$ cat config.mk
export PLATFORM = sky130hd
export DESIGN_NAME = pipe_ctrl
export DESIGN_NICKNAME = d
export VERILOG_FILES = /design/src/rtl/pipe_ctrl.sv
export SDC_FILE = /design/constraint.sdc
export NUM_CORES = 1
export LEC_CHECK = 0
export BUFFER_PORTS_ARGS = -buffer_cell sky130_fd_sc_hd__buf_2
export CAP_MARGIN = 15
export CELL_PAD_IN_SITES_DETAIL_PLACEMENT = 1
export CELL_PAD_IN_SITES_GLOBAL_PLACEMENT = 2
export CORE_MARGIN = 2
export CORE_UTILIZATION = 35
export CTS_BUF_LIST = sky130_fd_sc_hd__clkbuf_8
export CTS_CLUSTER_SIZE = 30
export DETAILED_ROUTE_END_ITERATION = 8
export MAX_ROUTING_LAYER = met4
export PLACE_DENSITY = 0.94
export SYNTH_ARGS = -nofsm -noshare
export SYNTH_HDL_FRONTEND = slang
export SYNTH_SLANG_ARGS = --single-unit
$ cat constraint.sdc
create_clock -name clk -period 3.4 [get_ports clk]
set_clock_uncertainty 0.2 [all_clocks]
set_input_delay 0.68 -clock clk [delete_from_list [all_inputs] [get_ports clk]]
set_output_delay 0.68 -clock clk [all_outputs]
set_load 0.02 [all_outputs]
$ cat src/rtl/pipe_ctrl.sv
`default_nettype none
// ============================================================================
// Module      : pipe_ctrl
// Description : Pipeline sequencer for the 5-stage core. Merges per-stage
//               stall requests into the shared stall vector, sequences
//               MEM-stage exception flushes, counts stalled cycles and runs
//               a sticky stall watchdog.
// Revision    : 1.0 - initial release
// ============================================================================
module pipe_ctrl #(
    parameter int TIMEOUT = 1024,
    parameter int CNT_W   = 32
) (
    input  logic             clk,
    input  logic             rst,
    input  logic             stallreq_if,
    input  logic             stallreq_id,
    input  logic             stallreq_ex,
    input  logic             stallreq_mem,
    input  logic             excp_valid,
    input  logic [31:0]      excp_vector,
    output logic [5:0]       stall,
    output logic             flush,
    output logic [31:0]      new_pc,
    output logic [CNT_W-1:0] stall_cycles,
    output logic             stall_timeout
);

    localparam logic [1:0]  c_RUN      = 2'd0;
    localparam logic [1:0]  c_EXC_WAIT = 2'd1;
    localparam logic [1:0]  c_FLUSH    = 2'd2;

    // Acceptance freezes IF..MEM and bubbles MEM/WB so the faulting
    // instruction never reaches writeback.
    localparam logic [5:0]  c_ACCEPT_STALL = 6'b011111;
    localparam logic [31:0] c_TIMEOUT      = 32'(TIMEOUT);
    localparam logic [CNT_W-1:0] c_CNT_ONE = {{(CNT_W-1){1'b0}}, 1'b1};

    logic [1:0]       r_state;
    logic [1:0]       w_state_nxt;
    logic [31:0]      r_pending;
    logic [31:0]      r_new_pc;
    logic [CNT_W-1:0] r_stall_cycles;
    logic [15:0]      r_consec;
    logic             r_timeout;

    logic [5:0]       w_enc;
    logic [5:0]       w_stall;
    logic             w_flush;
    logic             w_accept;
    logic             w_defer;
    logic [31:0]      w_accept_pc;
    logic [15:0]      w_consec_nxt;
    logic             w_timeout_hit;

    // Priority encoder: the oldest stalled stage dictates how far back the freeze reaches.
    always_comb begin
        w_enc = 6'b000000;
        if (stallreq_mem)     w_enc = 6'b011111;
        else if (stallreq_ex) w_enc = 6'b001111;
        else if (stallreq_id) w_enc = 6'b000111;
        else if (stallreq_if) w_enc = 6'b000011;
    end

    // State register.
    always_ff @(posedge clk) begin
        if (rst) r_state <= c_RUN;
        else     r_state <= w_state_nxt;
    end

    // Next-state logic: exceptions wait for the data bus, then flush for one cycle.
    always_comb begin
        w_state_nxt = r_state;
        case (r_state)
            c_RUN: begin
                if (w_accept)     w_state_nxt = c_FLUSH;
                else if (w_defer) w_state_nxt = c_EXC_WAIT;
            end
            c_EXC_WAIT: begin
                if (w_accept) w_state_nxt = c_FLUSH;
            end
            c_FLUSH:  w_state_nxt = c_RUN;
            default:  w_state_nxt = c_RUN;
        endcase
    end

    // Output logic: stall vector, flush pulse and exception handshake strobes.
    always_comb begin
        w_stall  = 6'b000000;
        w_flush  = 1'b0;
        w_accept = 1'b0;
        w_defer  = 1'b0;
        if (!rst) begin
            case (r_state)
                c_RUN: begin
                    w_stall = w_enc;
                    if (excp_valid) begin
                        if (!stallreq_mem) begin
                            w_accept = 1'b1;
                            w_stall  = c_ACCEPT_STALL;
                        end else begin
                            w_defer = 1'b1;
                        end
                    end
                end
                c_EXC_WAIT: begin
                    // New exceptions are ignored here; the first vector is kept.
                    w_stall = w_enc;
                    if (!stallreq_mem) begin
                        w_accept = 1'b1;
                        w_stall  = c_ACCEPT_STALL;
                    end
                end
                c_FLUSH:  w_flush = 1'b1;
                default:  w_flush = 1'b0;
            endcase
        end
    end

    assign w_accept_pc   = (r_state == c_EXC_WAIT) ? r_pending : excp_vector;
    assign w_consec_nxt  = (w_stall == 6'b000000) ? 16'd0 :
                           (r_consec == 16'hFFFF) ? r_consec : r_consec + 16'd1;
    assign w_timeout_hit = ({16'd0, w_consec_nxt} >= c_TIMEOUT);

    // Datapath: exception vectors, stall statistics and watchdog.
    always_ff @(posedge clk) begin
        if (rst) begin
            r_pending      <= 32'd0;
            r_new_pc       <= 32'd0;
            r_stall_cycles <= '0;
            r_consec       <= 16'd0;
            r_timeout      <= 1'b0;
        end else begin
            if (w_defer)  r_pending <= excp_vector;
            if (w_accept) r_new_pc  <= w_accept_pc;
            if (w_stall != 6'b000000) r_stall_cycles <= r_stall_cycles + c_CNT_ONE;
            r_consec <= w_consec_nxt;
            if (w_timeout_hit) r_timeout <= 1'b1;
        end
    end

    assign stall         = w_stall;
    assign flush         = w_flush;
    assign new_pc        = r_new_pc;
    assign stall_cycles  = r_stall_cycles;
    assign stall_timeout = r_timeout;

endmodule
`default_nettype wire
==> results of run 1 <==
==> where the power goes <==
group          internal, W  total [W]  switching [W]
clock             0.000868    0.00141       0.000543
combinational    0.0000948   0.000262       0.000167
sequential         0.00139    0.00141      0.0000256
==> Yosys cell counts, types with 2 or more instances <==
library cell | instances | area share (%)
dfxtp_1 | 115 | 46
nand2_1 | 84 | 6.3
nor2_1 | 74 | 5.6
a21oi_1 | 49 | 4.9
a211oi_1 | 34 | 5.1
mux2i_1 | 34 | 6.8
clkbuf_1 | 29 | 2.2
xnor2_1 | 24 | 4.2
nand4_1 | 17 | 2.1
nand3_1 | 16 | 1.6
nor3_1 | 14 | 1.4
nor4_1 | 14 | 1.8
o21ai_0 | 12 | 1.2
or3_1 | 10 | 1.3
xor2_1 | 8 | 1.4
and3_1 | 5 | 0.63
and4_1 | 5 | 0.88
inv_1 | 5 | 0.38
buf_2 | 3 | 0.30
a31o_2 | 2 | 0.35
a31oi_1 | 2 | 0.25
and2_1 | 2 | 0.25
buf_1 | 2 | 0.15
buf_4 | 2 | 0.30
ha_1 | 2 | 0.50
or4_4 | 2 | 0.45
==> routing by layer <==
| metal | vias to the layer above | wire length [µm] | track usage, % |
|---|---|---|---|
| met4 | 0 | 211 | 7.244 |
| li1 | 2244 | - | - |
| met5 | - | 0 | - |
| met3 | 19 | 713 | 5.904 |
| met1 | 2218 | 6042 | 22.78 |
| met2 | 88 | 6701 | 31.04 |
==> flip-flops by register name, summed over array words and instances, names as in the netlist <==
signal,cells
r_state,2
stall_cycles,32
r_pending,32
stall_timeout,1
new_pc,32
r_consec,16
==> critical path, delay by kind of cell (launching register included) <==
| kind | cells | cell delay [ps] |
|---|---|---|
| AOI/OAI and AO/OA | 1 | 180 |
| buffers and inverters | 2 | 490 |
| DFF | 1 | 400 |
| and+or+nand+nor | 1 | 610 |
==> layout make-up <==
type | instances | share of cell area [%]
Timing Repair Buffer | 117 | 10.15
Sequential cell | 115 | 37.65
Clock buffer | 21 | 4.727
Tap cell | 180 | 3.683
Clock inverter | 11 | 2.558
Multi-Input combinational cell | 427 | 40.86
Inverter | 6 | 0.3683
==> cells by family after synthesis <==
family	count (synthesis)
buffers and inverters	43
AND/OR/NAND/NOR	253
flip-flops	115
other	1
multiplexers	35
adder cells (fa/ha/maj)	2
XOR/XNOR	32
AO/OA/AOI/OAI	104
==> metrics by stage <==
stage	utilization (%)	area (µm²)	hold slack, ps	setup slack, ps
2_1_floorplan	-	4970	235.7	535.4
3_3_place_gp	40.84	5669	241.0	529.7
3_5_place_dp	40.84	5669	246.1	463.4
4_1_cts	44.05	6115	254.8	363.0
5_1_grt	44.05	6115	266.2	266.8
6_report	44.05	6115	255.3	398.6
==> worst max path at each step <==
| stage | end | slack [ps] | cells after the start |
|---|---|---|---|
| floorplan | stall[1] | 540 | 4 |
| global placement | stall[0] | 530 | 5 |
| detailed placement | stall_cycles[30]$_SDFFE_PP0P_ | 460 | 7 |
| CTS | stall[0] | 360 | 4 |
| global route | stall[0] | 270 | 4 |
| finish | stall[0] | 400 | 4 |
==> qor.yml, run 1 <==
critical_path:
  startpoint: "r_state[0]$_SDFFE_PP0P_"
  r2r_slack_ps: 870
  crit_type: "flip-flop to primary output"
  crit_path_end_kind: "primary output"
  cp_max_fo: 8
  start_kind: "flip-flop"
  crit_slowest_cell: "or4_4"
  worst_r2r_endpoint: "stall_cycles[30]$_SDFFE_PP0P_"
  r2r-start: "r_state[0]$_SDFFE_PP0P_"
  rr_worst_depth: 6
  critPathRequiredTime_ps: 2520
  slowest_delay_ps: 610
  worst_ep_arrival_time_ps: 2120
  crit_chain: "or4_4 -> o21ai_2 -> clkinv_1 -> buf_2"
sta:
  tightestPinTransition_ps: 942.5
  rsz0062_at_grt: "false"
  fmax_mhz: 333.2
  hold_viol_final: 0
  finalCritPeriodShare_pct: 88.28
  setup_tns_ps: 0
  slew_headroom_pct: 37.17
  drv_slew: 0
  finalSetupViolations: 0
  layout_min_cycle_time_ps: 3001
routing:
  routed_wl_um: 13670
  wire_per_inst_um: 15.58
  drc: 0
  drtPass1Iterations: 4
  avgViaCountPerCell: 5.210
  via_count: 4569
  postRouteAntennaNets: 0
  drt_iter0_drc: 170
logic_synthesis:
  seq_area_frac_synth_pct: 46.32
  synthAdderAreaFrac_pct: 0.5035
  synth-xor-area-share_pct: 5.639
  ys.flop_type: "dfxtp_1"
  yosys.area_share.simple_pct: 23.92
  synth_area_um2: 4970
  yosysWarnings: 0
  synth_cell_types: 45
  synth_fp_nets: 626
  synth_top_family_by_area: "simple AND/OR/NAND/NOR gates"
  synth_compound_area_share_pct: 12.84
  synthMuxAreaShare_pct: 7.075
  syn-instance-count: 585
  async_flop_share_pct: 0
  ys_seq_elements: 115
  synth_edf_count: 0
  syn_avg_cell_area_um2: 8.495
global_route:
  grt_usage_pct: 19.33
  grt.overflow.total: 0
  grt_pass1_vias: 4578
  antenna_found_initial: 0
  grt_start_max_net_pins: 90
  grt_first_pass_wirelength_um: 22420
cts:
  clk_path_buf_depth: 2
  cts.clk_slew.worst_paths_ps: 70
  numCtsBuffers: 17
  cts-root-buf: "clkbuf_8"
  clock_latency_ps: 440
  cts.sinks: 115
  cts_tree: "done"
  cts_resized: 0
  holdBufCountCts: 0
  cts_max_level: 4
  cts_setup_buffers: 0
finish:
  nets: 725
  drive_gt1_share_pct: 23.10
  seq_area_um2: 2302
  final_cell_mix: "115 x dfxtp_1, 108 x buf_2, 84 x nand2_1"
  final_common_cell: "dfxtp_1"
  n_fill_cell: 1688
  syn_to_final_growth_pct: 23.04
  multi_input_area_um2: 2499
  fin_cells: 877
  antennaDiodeCount: 0
run_status:
  status: "finished, final reports clean"
pwr:
  total_power_w: 0.003087
  powerDensity_nw_per_um2: 504.9
  leakage_nw: 2.540
  ir_worst_vdd_v: 0.0003419
hold_path:
  min_path_type: "flip-flop to flip-flop"
  min-delay-start: "r_pending[8]$_SDFFE_PP0P_"
  min_to: "r_pending[8]$_SDFFE_PP0P_"
  worstHoldPathCells: 2
floorplanning:
  core_um2: 13880
  ioPinCount: 111
  die_h_um: 123.2
  row_count: 43
  die_area_um2: 15170
  die_width_um: 123.2
  initial_core_util_pct: 35.80
placement:
  dp.cells: 845
  io_buffer_count: 109
  place_congestion: 0.8007
  place_hpwl_um: 9492
job:
  max_cap_viol_count: 0
Note: power is estimated with default switching activity, not from simulation.
==> run 2: changes to the inputs <==
--- a/config.mk
+++ b/config.mk
@@ -7,10 +7,8 @@
 export LEC_CHECK = 0
 export BUFFER_PORTS_ARGS = -buffer_cell sky130_fd_sc_hd__buf_2
 export CAP_MARGIN = 15
-export CELL_PAD_IN_SITES_DETAIL_PLACEMENT = 1
-export CELL_PAD_IN_SITES_GLOBAL_PLACEMENT = 2
 export CORE_MARGIN = 2
-export CORE_UTILIZATION = 35
+export CORE_UTILIZATION = 60
 export CTS_BUF_LIST = sky130_fd_sc_hd__clkbuf_8
 export CTS_CLUSTER_SIZE = 30
 export DETAILED_ROUTE_END_ITERATION = 8
==> run 2 against run 1 <==
Against the previous run: sequential cell count unchanged; clock-buffer cell count down 1; die area down 40%; combinational power about the same; critical path type unchanged; largest power group unchanged.
==> qor.yml, run 2 (synthesized netlist as in run 1, its figures left out) <==
run_status:
  status: "finished, final reports clean"
global_route:
  antenna_found_initial: 0  # unchanged
  grt.overflow.total: 0  # unchanged
  grt_usage_pct: 28.23  # +8.9 points
  grt_first_pass_wirelength_um: 19510  # -13%
  grt_start_max_net_pins: 70  # -22%
  grt_pass1_vias: 4269  # -6.7%
routing:
  drc: 0  # unchanged
  postRouteAntennaNets: 0  # unchanged
  drtPass1Iterations: 5  # +1
  routed_wl_um: 12090  # -12%
  avgViaCountPerCell: 5.798  # +11%
  wire_per_inst_um: 15.13  # -2.9%
  via_count: 4633  # +1.4%
  drt_iter0_drc: 214  # +26%
hold_path:
  worstHoldPathCells: 2  # unchanged
  min-delay-start: "r_pending[17]$_SDFFE_PP0P_"
  min_to: "r_pending[17]$_SDFFE_PP0P_"
  min_path_type: "flip-flop to flip-flop"
cts:
  numCtsBuffers: 17  # unchanged
  cts-root-buf: "clkbuf_8"
  cts_max_level: 4  # unchanged
  clk_path_buf_depth: 2  # unchanged
  holdBufCountCts: 0  # unchanged
  cts.sinks: 115  # unchanged
  cts_setup_buffers: 0  # unchanged
  clock_latency_ps: 420  # -20 ps
  cts.clk_slew.worst_paths_ps: 70  # about the same
  cts_tree: "done"
  cts_resized: 0  # unchanged
sta:
  hold_viol_final: 0  # unchanged
  layout_min_cycle_time_ps: 2886  # -115.0 ps
  slew_headroom_pct: 32.51  # -4.7 points
  setup_ws_ps: 513.6  # +115.0 ps
  finalCritPeriodShare_pct: 84.89  # -3.4 points
  setup_tns_ps: 0  # unchanged
  finalSetupViolations: 0  # unchanged
  rsz0062_at_grt: "false"
  fmax_mhz: 346.5  # +4.0%
  hold_slack_ps: 253.6  # -1.713 ps
  drv_slew: 0  # unchanged
  tightestPinTransition_ps: 1012  # +69.88 ps
floorplanning:
  ioPinCount: 111  # unchanged
  die_width_um: 95.01  # -23%
  row_count: 33  # -23%
  die_h_um: 95.01  # -23%
  initial_core_util_pct: 61.10  # +25 points
  die_area_um2: 9027  # -40%
  core_um2: 8134  # -41%
placement:
  dp.cells: 767  # -9.2%
  io_buffer_count: 109  # unchanged
  place_hpwl_um: 7944  # -16%
  place_congestion: 0.8917  # +11%
  dp_worst_setup_slack_ps: 546.5  # +83.10 ps
critical_path:
  worst_ep_arrival_time_ps: 2010  # -110 ps
  r2r_slack_ps: 940  # +70 ps
  crit_path_end_kind: "primary output"
  start_kind: "flip-flop"
  rr_worst_depth: 6  # unchanged
  critPathRequiredTime_ps: 2520  # about the same
  worst_r2r_endpoint: "r_consec[7]$_SDFF_PP0_"
  slowest_delay_ps: 590  # -20 ps
  r2r-start: "r_consec[0]$_SDFF_PP0_"
  cp_max_fo: 8  # unchanged
  crit_slowest_cell: "or4_4"
  crit_chain: "or4_4 -> o21ai_2 -> clkinv_1 -> buf_2"
  crit_type: "flip-flop to primary output"
finish:
  syn_to_final_growth_pct: 20.24
  drive_gt1_share_pct: 22.77  # -0.33 points
  antennaDiodeCount: 0  # unchanged
  nets: 723  # -0.28%
  fin_cells: 799  # -8.9%
  final_common_cell: "dfxtp_1"
  final_core_util_pct: 73.47  # +29 points
  final_cell_mix: "115 x dfxtp_1, 109 x buf_2, 84 x nand2_1"
pwr:
  ir_worst_vdd_v: 0.0003202  # -6.4%
  powerDensity_nw_per_um2: 498.3  # -1.3%
  leakage_nw: 2.519  # -0.82%
job:
  max_cap_viol_count: 0  # unchanged
-- run 2: cell types whose count changed in the layout (fill, tap and decap cells not counted), sizes merged --
| cell | previous run | this run |
|---|---|---|
| buf | 117 | 115 |
| bufinv | 4 | 3 |
| clkbuf | 21 | 20 |
| clkinv | 6 | 7 |
-- run 2: per-layer routing --
metal,wire [µm],track usage [%],vias to the layer above
met4,179,11.84,0
met3,844,6.482,23
li1,-,-,2253
met1,5039,33.74,2162
met5,0,-,-
met2,6027,46.04,195
-- run 2: critical path: cells and delay by family, from the launching register on --
kind            cells  cell delay (ps)
compound gates      1              190
simple gates        1              590
flops               1              380
buf+inv             2              420
-- run 2: worst max path at each step --
stage / from / endpoint / slack [ps] / cells past startpoint
3_3_place_gp: stallreq_mem / stall[0] / 590 / 5
4_1_cts: r_state[0]$_SDFFE_PP0P_ / stall[1] / 490 / 4
2_1_floorplan: stallreq_mem / stall[1] / 540 / 4
3_5_place_dp: stallreq_mem / stall[1] / 550 / 5
6_report: r_state[0]$_SDFFE_PP0P_ / stall[1] / 510 / 4
5_1_grt: r_state[0]$_SDFFE_PP0P_ / stall[1] / 400 / 4
-- run 2: stage by stage --
| step | cell area, µm² | power (W) |
|---|---|---|
| final | 5976 | 0.002978 |
| after detailed placement | 5538 | 0.001697 |
| after global routing | 5976 | 0.003077 |
| after CTS | 5948 | 0.002989 |
| after global placement | 5538 | 0.001685 |
| after floorplan | 4970 | 0.001610 |
-- run 2: where the power goes --
group          switching, W  internal, W
Sequential        0.0000258      0.00139
Clock              0.000533     0.000771
Combinational      0.000164    0.0000954
Total              0.000723      0.00226
-- run 2: layout make-up --
cell class | instances | area, µm²
Tap cell | 105 | 131.4
Clock buffer | 20 | 275.3
Clock inverter | 11 | 135.1
Sequential cell | 115 | 2302
Fill cell | 585 | 2158
Multi-Input combinational cell | 427 | 2499
Inverter | 6 | 22.52
Timing Repair Buffer | 115 | 610.6
